[src/rtl/jtkicker_colmix.sv]
// rtl/jtkicker_colmix.sv - scroll/object priority mixer, PROM colour lookup, blank-gated RGB
// Optional build macro: JTKICKER_COLMIX_DEBUG_EN adds gfx_en layer masks and debug_idx.
module jtkicker_colmix #(
  parameter bit OBJ_PRIO   = 1'b1,
  parameter bit BLANK_ZERO = 1'b1
) (
  input  logic       clk,
  input  logic       rst_n,
  input  logic       pxl_cen,
  input  logic [3:0] scr_pxl,
  input  logic [3:0] obj_pxl,
  input  logic       LHBL,
  input  logic       LVBL,
  input  logic [6:0] prog_addr,
  input  logic [3:0] prog_data,
  input  logic       prog_en,
`ifdef JTKICKER_COLMIX_DEBUG_EN
  input  logic [1:0] gfx_en,
  output logic [4:0] debug_idx,
`endif
  output logic [3:0] red,
  output logic [3:0] green,
  output logic [3:0] blue,
  output logic       LHBL_dly,
  output logic       LVBL_dly
);

  // Layer pixels after optional debug masking
  logic [3:0] w_scr;
  logic [3:0] w_obj;
  logic       w_obj_vis;
  logic [4:0] w_idx;
  logic       w_blank2;

  // S1: colour index and blanking
  logic [4:0] r_idx1;
  logic       r_lhbl1;
  logic       r_lvbl1;

  // S2: PROM read data and blanking
  logic [3:0] r_lut_r;
  logic [3:0] r_lut_g;
  logic [3:0] r_lut_b;
  logic       r_lhbl2;
  logic       r_lvbl2;

  // S3: output registers
  logic [3:0] r_red;
  logic [3:0] r_green;
  logic [3:0] r_blue;
  logic       r_lhbl3;
  logic       r_lvbl3;

  // Colour PROMs, loaded at run time and never cleared by reset
  logic [3:0] r_prom_r [0:31];
  logic [3:0] r_prom_g [0:31];
  logic [3:0] r_prom_b [0:31];

`ifdef JTKICKER_COLMIX_DEBUG_EN
  assign w_scr     = gfx_en[0] ? scr_pxl : 4'd0;
  assign w_obj     = gfx_en[1] ? obj_pxl : 4'd0;
  assign debug_idx = r_idx1;
`else
  assign w_scr = scr_pxl;
  assign w_obj = obj_pxl;
`endif

  assign w_obj_vis = (w_obj != 4'd0);

  // Priority merge: objects sit in the upper half of the palette
  always_comb begin
    w_idx = {1'b0, w_scr};
    if (OBJ_PRIO) begin
      if (w_obj_vis) w_idx = {1'b1, w_obj};
    end else begin
      if (w_obj_vis && (w_scr == 4'd0)) w_idx = {1'b1, w_obj};
    end
  end

  // PROM download path; select 3 is an unused slot and writes nothing
  always_ff @(posedge clk) begin
    if (prog_en) begin
      case (prog_addr[6:5])
        2'd0:    r_prom_r[prog_addr[4:0]] <= prog_data;
        2'd1:    r_prom_g[prog_addr[4:0]] <= prog_data;
        2'd2:    r_prom_b[prog_addr[4:0]] <= prog_data;
        default: ;
      endcase
    end
  end

  // S1 register: latch merged index and raw blanking
  always_ff @(posedge clk or negedge rst_n) begin
    if (!rst_n) begin
      r_idx1  <= 5'd0;
      r_lhbl1 <= 1'b0;
      r_lvbl1 <= 1'b0;
    end else if (pxl_cen) begin
      r_idx1  <= w_idx;
      r_lhbl1 <= LHBL;
      r_lvbl1 <= LVBL;
    end
  end

  // S2 register: synchronous PROM read; a same-edge write is seen on the next read
  always_ff @(posedge clk or negedge rst_n) begin
    if (!rst_n) begin
      r_lut_r <= 4'd0;
      r_lut_g <= 4'd0;
      r_lut_b <= 4'd0;
      r_lhbl2 <= 1'b0;
      r_lvbl2 <= 1'b0;
    end else if (pxl_cen) begin
      r_lut_r <= r_prom_r[r_idx1];
      r_lut_g <= r_prom_g[r_idx1];
      r_lut_b <= r_prom_b[r_idx1];
      r_lhbl2 <= r_lhbl1;
      r_lvbl2 <= r_lvbl1;
    end
  end

  assign w_blank2 = ~r_lhbl2 | ~r_lvbl2;

  // S3 register: blank-gated colour and blanking aligned with it
  always_ff @(posedge clk or negedge rst_n) begin
    if (!rst_n) begin
      r_red   <= 4'd0;
      r_green <= 4'd0;
      r_blue  <= 4'd0;
      r_lhbl3 <= 1'b0;
      r_lvbl3 <= 1'b0;
    end else if (pxl_cen) begin
      if (BLANK_ZERO && w_blank2) begin
        r_red   <= 4'd0;
        r_green <= 4'd0;
        r_blue  <= 4'd0;
      end else begin
        r_red   <= r_lut_r;
        r_green <= r_lut_g;
        r_blue  <= r_lut_b;
      end
      r_lhbl3 <= r_lhbl2;
      r_lvbl3 <= r_lvbl2;
    end
  end

  assign red      = r_red;
  assign green    = r_green;
  assign blue     = r_blue;
  assign LHBL_dly = r_lhbl3;
  assign LVBL_dly = r_lvbl3;

endmodule

[config.mk]
export PLATFORM = sky130hd
export DESIGN_NAME = jtkicker_colmix
export DESIGN_NICKNAME = d
export VERILOG_FILES = /design/src/rtl/jtkicker_colmix.sv
export SDC_FILE = /design/constraint.sdc
export NUM_CORES = 1
export LEC_CHECK = 0
export CAP_MARGIN = 20
export CORE_ASPECT_RATIO = 0.75
export CORE_MARGIN = 5
export CORE_UTILIZATION = 25
export DETAILED_ROUTE_END_ITERATION = 10
export SETUP_SLACK_MARGIN = 0.3
export SYNTH_ARGS = -nofsm -noshare
export SYNTH_HDL_FRONTEND = slang
export SYNTH_SLANG_ARGS = --single-unit
[constraint.sdc]
create_clock -name clk -period 4.6 [get_ports clk]
set_clock_uncertainty 0.2 [all_clocks]
set_input_delay 0.92 -clock clk [delete_from_list [all_inputs] [get_ports clk]]
set_output_delay 0.92 -clock clk [all_outputs]
set_load 0.05 [all_outputs]
After elaboration in Yosys (flattened, before gate mapping)

Memory sizes are Yosys's and may differ from the RTL's. A register that Yosys moved wholly into a read port is not among the register bits.
Index checks and enable logic that the tools add are counted.

Memories kept: 3
Output and inout port bits: 14
Register bits: 23
Word-level logic and storage cells: 36
Input port bits: 25
Bits in writable memories: 384

Memory list:

| memory   | words | width | rd ports | clocked after Yosys merged registers in | wr ports | line | text |
|---|---|---|---|---|---|---|---|
| r_prom_b | 32    | 4     | 1        | 1                                       | 1        | 57   | `logic [3:0] r_prom_b [0:31];` |
| r_prom_g | 32    | 4     | 1        | 1                                       | 1        | 56   | `logic [3:0] r_prom_g [0:31];` |
| r_prom_r | 32    | 4     | 1        | 1                                       | 1        | 55   | `logic [3:0] r_prom_r [0:31];` |

Eq/ne operators: 2
Reductions and logical operators: 5
Mux-type cells: 13
Bitwise operators: 3

Operators with widths:

| kind                                           | number |
|---|---|
| two-way mux 4 bit                              | 3 |
| two-way mux 1 bit                              | 9 |
| two-way mux 5 bit                              | 1 |
| nonzero test 4 bit                             | 1 |
| zero test 1 bit                                | 3 |
| == test 2 x 1 -> 1 bit (second input constant) | 1 |
| == test 2 bit (second input constant)          | 1 |
| zero test 2 bit                                | 1 |
| inverter 1 bit                                 | 2 |
| OR 1 bit                                       | 1 |

Depth between registers and ports, before layout

Depth after elaboration: 4
Depth in mapped cells: 8

Least setup slack after synthesis

Ideal clock, no wire load.

Kind: input port to flip-flop
Start point: input port prog_addr[6]
End point: memory r_prom_r[12][0], enable pin
Data arrival time: 1.938 ns
Slack: 2.133 ns
Stages on the path: 4
Cell sequence: or3b_2 > clkbuf_1 > clkbuf_1 > nor2_1

Word-level cells in the longest chain between the ends: 4

RTL lines:

| what                                    | line | text |
|---|---|---|
| from (decl)                             | 14   | `input logic [6:0] prog_addr,` |
| zero test 2 bit                         | 83   | `case (prog_addr[6:5])` |
| two-way mux 1 bit                       | 83   |  |
| two-way mux 1 bit                       | 82   | `if (prog_en) begin` |
| two-way mux 1 bit (not written as such) | 84   | `2'd0: r_prom_r[prog_addr[4:0]] <= prog_data;` |
| to (decl)                               | 55   |  |

No other way between the ends.

==> impl_metrics.toml <==
[power_and_ir_drop]
power_leakage_nw = 6.29
p_per_area_nw_per_um2 = 419
peakVddDrop_uv = 241

[route]
vias = 9128
dr.pass1.iters = 6
drc = 0
antenna_left = 0
vias_per_cell = 4.56
routed_wl_um = 39800
drt-wirelength-per-cell_um = 19.9
drt-initial-drc-count = 793

[place]
placed_cells = 1932
place_congestion = 0.790
io_buffers = 38
pre_cts_ws_ps = 1220
hpwl_um = 25400

[grt]
grt_antenna_before_repair = 0
grt_max_degree = 97
grtUsageTotal = 0.106
grt_overflow_total = 0
grt_pass1_vias = 9259
grt_first_pass_wirelength_um = 59200

[critical_path]
cp_top_family = "flip-flops"
cp_max_fo = 64
rrSetupSlack_ps = 1400
critPathSlowestCell = "dfrtp_4"
cp-end-kind = "register"
path_buf_inv = 1
arrival_ps = 3460
critical_path_class = "register to register"
crit_required_ps = 4870
critPathLaunchType = "register"
crit_chain = "buf_12 -> mux2i_1 -> a22oi_1 -> a21oi_1 -> nor4_1 -> mux2_2"
slowest_delay_ps = 790

[clocking]
clk_pin_slew_worst_paths_ps = 60
root_buffer = "clkbuf_16"
clock_latency_ps = 550
cts_buffer_depth = 3
cts_sinks = 419
holdBufCountCts = 0
cts.htree.levels = 2
cts_tree = "built"
cts_setup_buffers = 0
cts_resized = 0
numCtsBuffers = 40

[timing]
layout_worst_path_cycle_share = 0.695
max_slew_margin = 0.266
fin_hold_ws_ps = 271
setup_viol = 0
tightest_slew_ps = 1100
grt_setup_unrepaired = "no"
max_freq_mhz = 313
hold_violations = 0
setup_ws_ps = 1400
setup_tns_ps = 0
min_period_ps = 3200
slew_violations = 0

[die]
start_util = 0.253
placement_rows = 82
die_w_um = 310
io_pins = 39
die_height_um = 235
coreArea_um2 = 66800
die_area_um2 = 72800

[yosys]
synth_mux_area_frac = 0.126
synth_warnings = 0
avgSynthCellArea_um2 = 16.1
ys_types = 30
synth_top_family_by_area = "multiplexers"
syn-num-nets = 1076
synth_fa_ha_area_frac = 0
syn_inst = 1051
syn_area_um2 = 16900
synth_compound_area_frac = 0.0626
synth_seq_cells = 419
yosys.area.top_type = "edfxtp_1"
yosysTopAreaCellShare = 0.683
synthSimpleGateAreaFrac = 0.0476
ys_top_cells_by_area = "edfxtp_1 68%, mux2i_1 11%, dfrtp_1 5.2%"
synth-xor-area-share = 0
ys_seq_area_frac = 0.735

[final_layout]
fin_nets = 1117
drive_gt1_frac = 0.0973
final_cell_count_no_fill = 2002
antenna_cells = 0
syn2layout_area_growth_pct = 15.0

[run_status]
status = "finished, final reports clean"

[worst_hold_path]
hold_class = "register to register"

[job]
maxCapViolations = 0
==> layout by cell type (no fill, tap or decap), types with 3 or more instances in the layout <==
cell type and instances:
a22oi_1 96, buf_4 19, buf_2 4, clkdlybuf4s50_1 34, nand2_1 48, edfxtp_1 384, nor3b_1 3, clkbuf_16 41
a21oi_1 48, nor2_1 100, o21ai_0 13, clkinv_1 8, dfrtp_1 34, clkbuf_1 7, mux2i_1 192, nor4_1 13
buf_12 6, clkinv_2 9, inv_1 12, mux2_2 18, nor2b_1 5, a221o_1 3, nand2b_1 3
==> sequential cells by signal, summed over array words and instances, names as in the netlist <==
signal and flops:
r_lhbl1 1, red 4, LVBL_dly 1, LHBL_dly 1, r_prom_b 128, r_lvbl2 1
r_lut_g 4, r_lhbl2 1, green 4, r_prom_g 128, r_lut_b 4, blue 4
r_prom_r 128, r_lut_r 4, r_idx1 5, r_lvbl1 1
==> metal layers <==
metal	up-vias	wire length (um)	GRT usage
met4	0	795	0.0248
li1	4126	-	-
met3	60	2780	0.0246
met5	-	0	0
met2	286	16900	0.153
met1	4656	19300	0.161
==> power breakdown <==
group	total [W]	switching (W)	internal, W
Combinational	0.000747	0.000475	0.000273
Sequential	0.00428	0.0000504	0.00423
Clock	0.00312	0.00137	0.00174
Total	0.00814	0.00190	0.00624
==> worst paths after layout <==
| kind | startpoint | endpoint | cells after the start |
|---|---|---|---|
| setup / recovery | r_idx1[0] | r_lut_g[1] | 6 |
| hold / removal | r_lut_g[0] | green[0] | 2 |
| setup reg to reg | r_idx1[0] | r_lut_g[1] | 6 |
| hold reg to reg | r_lut_g[0] | green[0] | 2 |
| max in group asynchronous | rst_n | r_idx1[0] | 2 |
| min in group asynchronous | rst_n | r_lvbl1 | 2 |
==> worst register-to-register path: cells and delay by family (launching register included) <==
family	cells	cell delay (ps)
flip-flops	1	790
AND/OR/NAND/NOR	1	650
multiplexers	2	540
AO/OA/AOI/OAI	2	490
buffers and inverters	1	470
==> cell families after synthesis <==
group,count (synthesis)
multiplexers,210
flip-flops,419
AO/OA/AOI/OAI,160
buffers and inverters,76
AND/OR/NAND/NOR,186
==> through the flow <==
| step | util | total power (W) | instance area [um^2] |
|---|---|---|---|
| finish | 0.290 | 0.00814 | 19400 |
| global route | 0.290 | 0.00842 | 19400 |
| CTS | 0.290 | 0.00822 | 19400 |
| detailed placement | 0.272 | 0.00511 | 18200 |
| global placement | 0.272 | 0.00510 | 18200 |
| floorplan | - | 0.00483 | 16900 |
==> synthesized netlist by cell type (all sizes together) <==
cell type,n
a21oi,48
a221o,3
a22oi,96
and2,2
and3,2
and3b,2
buf,34
clkbuf,30
dfrtp,35
edfxtp,384
inv,12
mux2,18
mux2i,192
nand2,48
nand2b,3
nand3b,2
nor2,101
nor2b,7
nor3,1
nor3b,3
nor4,13
o21ai,13
or2,1
or3b,1
==> cell type report <==
cell class,instances,area [um^2]
fillers,6567,47400
flip-flops and latches,419,12400
multi-input cells,556,4010
well taps,882,1100
clock buffers,48,1050
repair buffers,63,623
clock inverters,22,160
inverters,12,45.0
Note: power is estimated with default switching activity, not from simulation.
